[config.mk]
export PLATFORM = sky130hd
export DESIGN_NAME = fetch_prefetch
export DESIGN_NICKNAME = d
export VERILOG_FILES = /design/src/rtl/vc32_fetch_pkg.sv /design/src/rtl/fetch_line_buf.sv /design/src/rtl/fetch_prefetch.sv
export SDC_FILE = /design/constraint.sdc
export NUM_CORES = 1
export LEC_CHECK = 0
export ABC_AREA = 1
export BUFFER_PORTS_ARGS = -buffer_cell sky130_fd_sc_hd__buf_4
export CELL_PAD_IN_SITES_DETAIL_PLACEMENT = 1
export CELL_PAD_IN_SITES_GLOBAL_PLACEMENT = 1
export CORE_AREA = 5 5 162 164
export CTS_CLUSTER_SIZE = 30
export DETAILED_ROUTE_END_ITERATION = 6
export DIE_AREA = 0 0 167 169
export HOLD_SLACK_MARGIN = 0.05
export PLACE_DENSITY = 0.83
export SYNTH_ARGS = -nofsm -noshare
export SYNTH_HDL_FRONTEND = slang
export SYNTH_SLANG_ARGS = --single-unit
[constraint.sdc]
create_clock -name clk -period 17.6 [get_ports clk]
set_clock_uncertainty 0.15 [all_clocks]
set_input_delay 2.64 -clock clk [delete_from_list [all_inputs] [get_ports clk]]
set_output_delay 2.64 -clock clk [all_outputs]
set_load 0.005 [all_outputs]
[src/rtl/vc32_fetch_pkg.sv]
// Shared types and helpers for the instruction fetch/prefetch stage.
package vc32_fetch_pkg;

  typedef enum logic [1:0] {IDLE, DEMAND, RESP, PREFETCH} fetch_state_t;

  function automatic int line_off_bits(input int rv);
    return $clog2(rv / 8);
  endfunction

endpackage

[src/rtl/fetch_line_buf.sv]
// Two-entry line buffer (CUR + sequential NXT) with tag compare, promote and fill.
module fetch_line_buf
  import vc32_fetch_pkg::*;
#(
  parameter int RV = 32,
  parameter int TW = 30
) (
  input  logic          clk,
  input  logic          reset,
  input  logic [TW-1:0] lookup_tag,
  input  logic          flush,
  input  logic          promote,
  input  logic          fill_cur,
  input  logic          fill_nxt,
  input  logic [TW-1:0] fill_tag,
  input  logic [RV-1:0] fill_data,
  output logic          hit_cur,
  output logic          hit_nxt,
  output logic [TW-1:0] cur_tag,
  output logic [RV-1:0] cur_data,
  output logic          nxt_valid
);

  logic          cur_valid;
  logic [TW-1:0] nxt_tag;
  logic [RV-1:0] nxt_data;

  assign hit_cur = cur_valid && (cur_tag == lookup_tag);
  assign hit_nxt = nxt_valid && (nxt_tag == lookup_tag);

  // flush outranks every write so a stale fill can never revive a line
  always_ff @(posedge clk or posedge reset) begin
    if (reset) begin
      cur_valid <= 1'b0;
      nxt_valid <= 1'b0;
      cur_tag   <= '0;
      nxt_tag   <= '0;
      cur_data  <= '0;
      nxt_data  <= '0;
    end else if (flush) begin
      cur_valid <= 1'b0;
      nxt_valid <= 1'b0;
    end else if (fill_cur) begin
      cur_valid <= 1'b1;
      cur_tag   <= fill_tag;
      cur_data  <= fill_data;
      nxt_valid <= 1'b0;
    end else if (promote) begin
      cur_valid <= nxt_valid;
      cur_tag   <= nxt_tag;
      cur_data  <= nxt_data;
      nxt_valid <= 1'b0;
    end else if (fill_nxt) begin
      nxt_valid <= 1'b1;
      nxt_tag   <= fill_tag;
      nxt_data  <= fill_data;
    end
  end

endmodule

[src/rtl/fetch_prefetch.sv]
// Fetch stage: serves execute's parcel requests from a two-line buffer and
// prefetches the next sequential line over a req/ack memory port.
//
// state    | meaning
// IDLE     | waiting for a new ifetch; lookup against CUR/NXT
// DEMAND   | miss: reading the requested line into CUR
// RESP     | idone cycle; decide whether NXT needs a prefetch
// PREFETCH | reading CUR+1 into NXT
module fetch_prefetch
  import vc32_fetch_pkg::*;
#(
  parameter int RV = 32,
  parameter int VA = RV
) (
  input  logic              clk,
  input  logic              reset,
  input  logic [VA-1:1]     pc,
  input  logic              ifetch,
  input  logic              i_flush,
  output logic [15:0]       ins,
  output logic              iready,
  output logic              idone,
  output logic              mem_req,
  output logic [VA-1:line_off_bits(RV)] mem_addr,
  input  logic              mem_ack,
  input  logic [RV-1:0]     mem_rdata
);

  localparam int LB = line_off_bits(RV);
  localparam int TW = VA - LB;
  localparam int PW = (LB > 1) ? LB - 1 : 1;

  fetch_state_t  state;
  logic [TW-1:0] pc_tag;
  logic [TW-1:0] cur_tag;
  logic [RV-1:0] cur_data;
  logic [PW-1:0] psel;
  logic          hit_cur, hit_nxt, nxt_valid;
  logic          ifetch_q, flush_pend;
  logic          req_new, discard, promote, fill_cur, fill_nxt;

  generate
    if (LB > 1) begin : g_psel
      assign psel = pc[LB-1:1];
    end else begin : g_psel0
      assign psel = '0;
    end
  endgenerate

  assign pc_tag   = pc[VA-1:LB];
  // a fresh rising ifetch is a new request even while the old parcel is still shown
  assign req_new  = ifetch && (!iready || !ifetch_q);
  assign discard  = flush_pend || i_flush;
  assign promote  = (state == IDLE) && req_new && !i_flush && !hit_cur && hit_nxt;
  assign fill_cur = (state == DEMAND) && mem_ack && !discard;
  assign fill_nxt = (state == PREFETCH) && mem_ack && !discard;

  fetch_line_buf #(.RV(RV), .TW(TW)) u_lines (
    .clk       (clk),
    .reset     (reset),
    .lookup_tag(pc_tag),
    .flush     (i_flush),
    .promote   (promote),
    .fill_cur  (fill_cur),
    .fill_nxt  (fill_nxt),
    .fill_tag  (mem_addr),
    .fill_data (mem_rdata),
    .hit_cur   (hit_cur),
    .hit_nxt   (hit_nxt),
    .cur_tag   (cur_tag),
    .cur_data  (cur_data),
    .nxt_valid (nxt_valid)
  );

  always_ff @(posedge clk or posedge reset) begin
    if (reset) begin
      state      <= IDLE;
      ins        <= '0;
      iready     <= 1'b0;
      idone      <= 1'b0;
      mem_req    <= 1'b0;
      mem_addr   <= '0;
      ifetch_q   <= 1'b0;
      flush_pend <= 1'b0;
    end else begin
      ifetch_q <= ifetch;
      idone    <= 1'b0;
      if (ifetch && !ifetch_q)
        iready <= 1'b0;
      if (mem_ack)
        flush_pend <= 1'b0;
      else if (mem_req && i_flush)
        flush_pend <= 1'b1;

      case (state)
        IDLE: begin
          if (req_new) begin
            if (!i_flush && (hit_cur || hit_nxt)) begin
              state <= RESP;
            end else begin
              state    <= DEMAND;
              mem_req  <= 1'b1;
              mem_addr <= pc_tag;
            end
          end
        end
        DEMAND: begin
          if (mem_ack) begin
            mem_req <= 1'b0;
            if (discard) begin
              state <= IDLE;
            end else begin
              // miss answers straight from the returning line to save a cycle
              idone  <= 1'b1;
              iready <= 1'b1;
              ins    <= mem_rdata[16*psel +: 16];
              state  <= RESP;
            end
          end
        end
        RESP: begin
          if (!idone) begin
            idone  <= 1'b1;
            iready <= 1'b1;
            ins    <= cur_data[16*psel +: 16];
          end
          if (nxt_valid) begin
            state <= IDLE;
          end else begin
            state    <= PREFETCH;
            mem_req  <= 1'b1;
            mem_addr <= TW'(cur_tag + 1'b1);
          end
        end
        PREFETCH: begin
          if (mem_ack) begin
            mem_req <= 1'b0;
            state   <= IDLE;
          end
        end
        default: state <= IDLE;
      endcase
    end
  end

endmodule

# Word-level counts from Yosys, hierarchy flattened
# Index checks and enable logic that the tools add are counted.
# op_classes
n_addsub	1
mul	0
div_mod_pow	0
order_cmp	0
eq_ne	13
n_shift	2
muxes	42
n_bitwise	3
n_reduce_logical	36
# ops
operator	n
2-to-1 mux 30 bit	5
2-to-1 mux 32 bit	2
variable part select 32 x 6 -> 16 bit	2
equality test 30 bit	2
case mux 30 bit (2 select lines)	1
2-to-1 mux 16 bit	3
case mux 16 bit (2 select lines)	1
adder 30 x 1 -> 30 bit (second input constant)	1
2-to-1 mux 1 bit	20
AND reduction 4 bit	4
logical AND 1 bit	14
inequality test 2 bit (second input constant)	7
2-to-1 mux 2 bit	6
case mux 2 bit (4 select lines)	1
nonzero test 2 bit	4
logical NOT 1 bit	5
equality test 2 bit (second input constant)	2
case mux 1 bit (2 select lines)	2
nonzero test 4 bit	1
logical OR 1 bit	3
NOT 1 bit	3
case mux 1 bit (3 select lines)	1
AND reduction 3 bit	1
nonzero test 3 bit	1
other kinds (5)	5
# totals
regBits	179
latchBits	0
ramBits	0
rom_bits	0
elab_cells	111
n_memories	0

# Longest topological paths before layout
# depth
word_depth	10
ltp_mapped	15
ltp_nobuf	14

# Modules after synthesis
# From an unflattened synthesis, not the netlist that was laid out.
# hier_totals
hier_cells	1494
area_unflattened_um2	10371.2
# modules_own_cells
module	n_inst	cells_each	area_each_um2	seq_area_each_um2
fetch_line_buf	1	899	6507.5	3153.0
fetch_prefetch	1	595	3863.7	1326.3

# Worst setup path before layout
# OpenSTA, ideal clock, no wires.
# synth_timing
path_kind	in2reg
from	input pc[9] (netlist name)
to	register u_lines.cur_data[16]
setup_ps	118
arrival_time_ps	3801
required_ps	17332
slack_ps	13531
stages	13
path_cell_list	inv_1 -> nand2_1 -> nand2_1 -> nor2_1 -> nand2_1 -> nor2_1 -> nand3b_1 -> nor2_1 -> nand3_2 -> buf_4 -> buf_2 -> nand3_1 -> nand2_1
# synth_between
elab_chain_len	7
# synth_lines
item	line	text
from (decl)	fetch_prefetch.sv:17	input logic [VA-1:1] pc,
equality test 30 bit	fetch_line_buf.sv:28	assign hit_cur = cur_valid && (cur_tag == lookup_tag);
logical AND 1 bit	fetch_line_buf.sv:28	
logical NOT 1 bit	fetch_prefetch.sv:54	assign promote = (state == IDLE) && req_new && !i_flush && !hit_cur && hit_nxt;
logical AND 1 bit	fetch_prefetch.sv:54	
logical AND 1 bit (*)	fetch_prefetch.sv:54	
nonzero test 2 bit (no source line) (*)	n/a	
AND reduction 2 bit (no source line) (*)	n/a	
to (signal assigned)	fetch_line_buf.sv:46	cur_data <= fill_data;
to (signal assigned)	fetch_line_buf.sv:51	cur_data <= nxt_data;
to (decl)	fetch_line_buf.sv:20	output logic [RV-1:0] cur_data,
# Every way passes the cells marked *; elsewhere a longest branch is shown, timed or not.
# A chain may end at the register's enable or synchronous reset.

# Final worst setup path
# layout_timing
from	input pc[9] (netlist name)
to	register u_lines.cur_tag[27]
# layout_between
elab_chain_len	7
# layout_lines
item	line	text
equality test 30 bit	fetch_line_buf.sv:28	
logical AND 1 bit	fetch_line_buf.sv:28	
logical NOT 1 bit	fetch_prefetch.sv:54	
logical AND 1 bit	fetch_prefetch.sv:54	
logical AND 1 bit (*)	fetch_prefetch.sv:54	
nonzero test 2 bit (no source line) (*)	n/a	
AND reduction 2 bit (no source line) (*)	n/a	
to (signal assigned)	fetch_line_buf.sv:45	cur_tag <= fill_tag;
to (signal assigned)	fetch_line_buf.sv:50	cur_tag <= nxt_tag;
to (decl)	fetch_line_buf.sv:19	output logic [TW-1:0] cur_tag,
# Marks and branches as above.

==> impl_metrics.ini <==
[run_status]
status = finished clean

[setup_path]
crit_slowest_cell = buf_4
crit_buf_inv = 4
path_max_fanout = 100
setup.worst_path.start_class = primary input
reg2reg_depth = 12
path_class = primary input to flip-flop
critPathTopFamily = buffers and inverters
cp_cell_sequence = buf_4 > inv_1 > nand2_1 > nand2_1 > nor2_1 > nand2_1 > nor2_1 > nand3b_1 > nor2_1 > nand3_4 > buf_4 > nand2_4 > buf_4 > o21ai_0
reg2reg_to = u_lines.nxt_tag[0]
rr_startpoint = u_lines.cur_tag[12]
crit_required_ps = 17720
slowest_delay_ps = 860
cp-end-kind = flip-flop
rrSetupSlack_ps = 13580
arrival_ps = 5940

[pwr]
finalPower_mw = 2.08
switchingPower_uw = 970
clkPwrFrac_pct = 19.2
seq_power_share_pct = 36.9
power.leakage_nw = 6.26
comb_power_share_pct = 43.9
p_per_area_mw_per_mm2 = 166
power.internal_mw = 1.11
ir_drop_v = 0.000110
swShare_pct = 46.6

[timing]
period_share_pct = 33.1
hold_violations = 0
fin_crit_ps = 5820
max_slew_margin_pct = 27.8
final-setup-viol-count = 0
fin_tns_setup_ps = 0
tightestPinTransition_ps = 1080
max_freq_mhz = 172
drv_slew = 0
rsz0062_at_grt = false

[placed_design]
place_area_mm2 = 0.0119
io_buffers = 116
dp_hpwl_mm = 30.2
gp_congestion = 0.999

[global_routing]
antenna_found_initial = 0
gr-total-overflow = 0
grt_pass1_wl_mm = 67.8
grt_usage_pct = 30.4
grt_pass1_vias = 12008
grt_start_max_net_pins = 110

[synthesis]
yosysWarnings = 0
synth_cells = 1637
synth_area_mm2 = 0.0109
ys_seq_elements = 179
syn_avg_cell_area_um2 = 6.68
ys_types = 35
syn-num-nets = 1710
seq_area_frac_synth_pct = 41.0

[cts]
cts.htree.levels = 4
tritoncts = done
clock_latency_ps = 450
clk_pin_slew_worst_paths_ps = 80
root_buffer = clkbuf_16
cts_setup_buffers = 0
hold_buffers = 0
clk_path_buf_depth = 2
cts.sinks = 179
cts-resized-gates = 0
cts_made_buffers = 17

[route]
wl_per_cell_um = 21.0
vias = 11502
first_iter_violations = 875
drt-vias-per-instance = 5.63
drc = 0
firstDrtPassIters = 6
wl_mm = 42.8
ant_nets = 0

[min_path]
hold_end = u_lines.nxt_data[20]
holdCritPathClass = flip-flop to flip-flop
worstHoldStart = u_lines.nxt_data[20]
worstHoldPathCells = 2

[final_layout]
layout.nets = 1774
insertedDiodeCount = 0
syn_to_final_growth_pct = 14.7
fin_area_mm2 = 0.0125
drive_above_1_share_pct = 10.9

[floorplan]
die_h_um = 169
start_util_pct = 44.2
die_w_um = 167
rows = 58
die_area_mm2 = 0.0282
ios = 117
core_area_mm2 = 0.0247

[run]
drv_cap = 0
-- state kept, by name, summed over array words and instances, names as in the netlist --
name               cells
u_lines.nxt_tag       30
idone                  1
u_lines.nxt_valid      1
iready                 1
u_lines.cur_tag       30
u_lines.nxt_data      32
u_lines.cur_data      32
mem_req                1
ifetch_q               1
ins                   16
mem_addr              30
u_lines.cur_valid      1
state                  2
flush_pend             1
-- per-stage QoR --
stage	instances	utilization [%]	setup slack (ps)	hold slack, ps
floorplan	1637	-	9950	292
global placement	2012	48.2	11450	303
detailed placement	2012	48.2	11380	309
CTS	2044	50.7	11840	331
global route	2044	50.7	11520	358
finish	2044	50.7	11780	328
-- final cells by class --
cell class                      count  area (µm²)
Clock buffer                       17         425
Clock inverter                     15         175
Fill cell                        3294       12200
Inverter                          154         587
Multi-Input combinational cell   1220        5490
Sequential cell                   179        4480
Tap cell                          330         413
Timing Repair Buffer              129         968
-- synth_stat cells --
master / instances / area share [%]
and2_1: 2 / 0.11
clkinv_1: 1 / 0.034
clkbuf_1: 48 / 1.6
buf_8: 1 / 0.14
nor3_2: 1 / 0.092
nand3_2: 2 / 0.18
inv_1: 147 / 5.0
buf_6: 6 / 0.62
nand2_1: 694 / 24
o21ai_2: 7 / 0.56
o211ai_1: 7 / 0.48
o21ai_0: 129 / 5.9
nor2_2: 1 / 0.057
o21ai_1: 6 / 0.27
a21oi_1: 36 / 1.6
nor2b_1: 1 / 0.057
or2_2: 1 / 0.057
dfrtp_1: 179 / 41
buf_4: 7 / 0.48
buf_2: 15 / 0.69
nand4_1: 115 / 6.6
a22oi_1: 3 / 0.21
ha_1: 5 / 0.57
nor2_1: 115 / 3.9
a31oi_1: 18 / 1.0
nand2_4: 1 / 0.10
inv_2: 6 / 0.21
nand3b_1: 1 / 0.069
xnor2_1: 11 / 0.88
a31o_2: 1 / 0.080
nor3_1: 12 / 0.55
buf_1: 7 / 0.24
nand3_1: 41 / 1.9
xor2_1: 9 / 0.72
o21a_1: 1 / 0.069
-- cells by family (layout without fill, tap and decap cells) --
group                      count (synthesis)  in the layout  synth area share, %
adders and majority gates                  5              5                0.572
and+or+nand+nor                          987            987                 37.5
DFF                                      179            179                 41.0
AOI/OAI and AO/OA                        208            208                 10.3
buffers and inverters                    238            315                 9.10
xor gates and xnor gates                  20             20                 1.60
-- power groups by stage --
stage	logic [mW]	clock network [mW]	registers, mW
4_1_cts	0.920	0.405	0.766
2_1_floorplan	0.584	0	0.722
3_5_place_dp	0.913	0	0.770
5_1_grt	1.03	0.422	0.792
6_report	0.915	0.400	0.769
3_3_place_gp	0.874	0	0.761
-- worst min-delay path, stage by stage, from the launching register on --
cell and delay [ps]:
dfrtp_1 350, nand2_1 50, nand2_1 50
-- layer usage --
| layer | up-vias | global-route usage [%] | routed length (µm) |
|---|---|---|---|
| met4 | 0 | 12.2 | 1700 |
| met5 | - | 0 | 0 |
| li1 | 5383 | - | - |
| met2 | 343 | 53.1 | 21300 |
| met1 | 5675 | 38.2 | 17900 |
| met3 | 101 | 4.11 | 1940 |
-- worst max path at each step --
stage / start / to / cells after the start
6_report: pc[9] / u_lines.cur_tag[27] / 14
5_1_grt: pc[14] / u_lines.cur_tag[23] / 13
4_1_cts: pc[14] / u_lines.nxt_tag[0] / 13
3_5_place_dp: pc[9] / u_lines.cur_tag[15] / 14
3_3_place_gp: pc[11] / u_lines.nxt_tag[4] / 14
2_1_floorplan: reset / flush_pend / 1
-- cell usage in the layout (no fill, tap or decap), types with 11 or more instances in the layout --
| cell type | synthesis | routed |
|---|---|---|
| buf_4 | 7 | 129 |
| a31oi_1 | 18 | 18 |
| nor2_1 | 115 | 114 |
| clkbuf_16 | 0 | 17 |
| a21oi_1 | 36 | 36 |
| inv_1 | 147 | 146 |
| nand4_1 | 115 | 115 |
| nand2_1 | 694 | 694 |
| nand3_1 | 41 | 41 |
| dfrtp_1 | 179 | 179 |
| xnor2_1 | 11 | 11 |
| nor3_1 | 12 | 12 |
| o21ai_0 | 129 | 128 |
No activity file was read; power rests on OpenSTA's default activity.
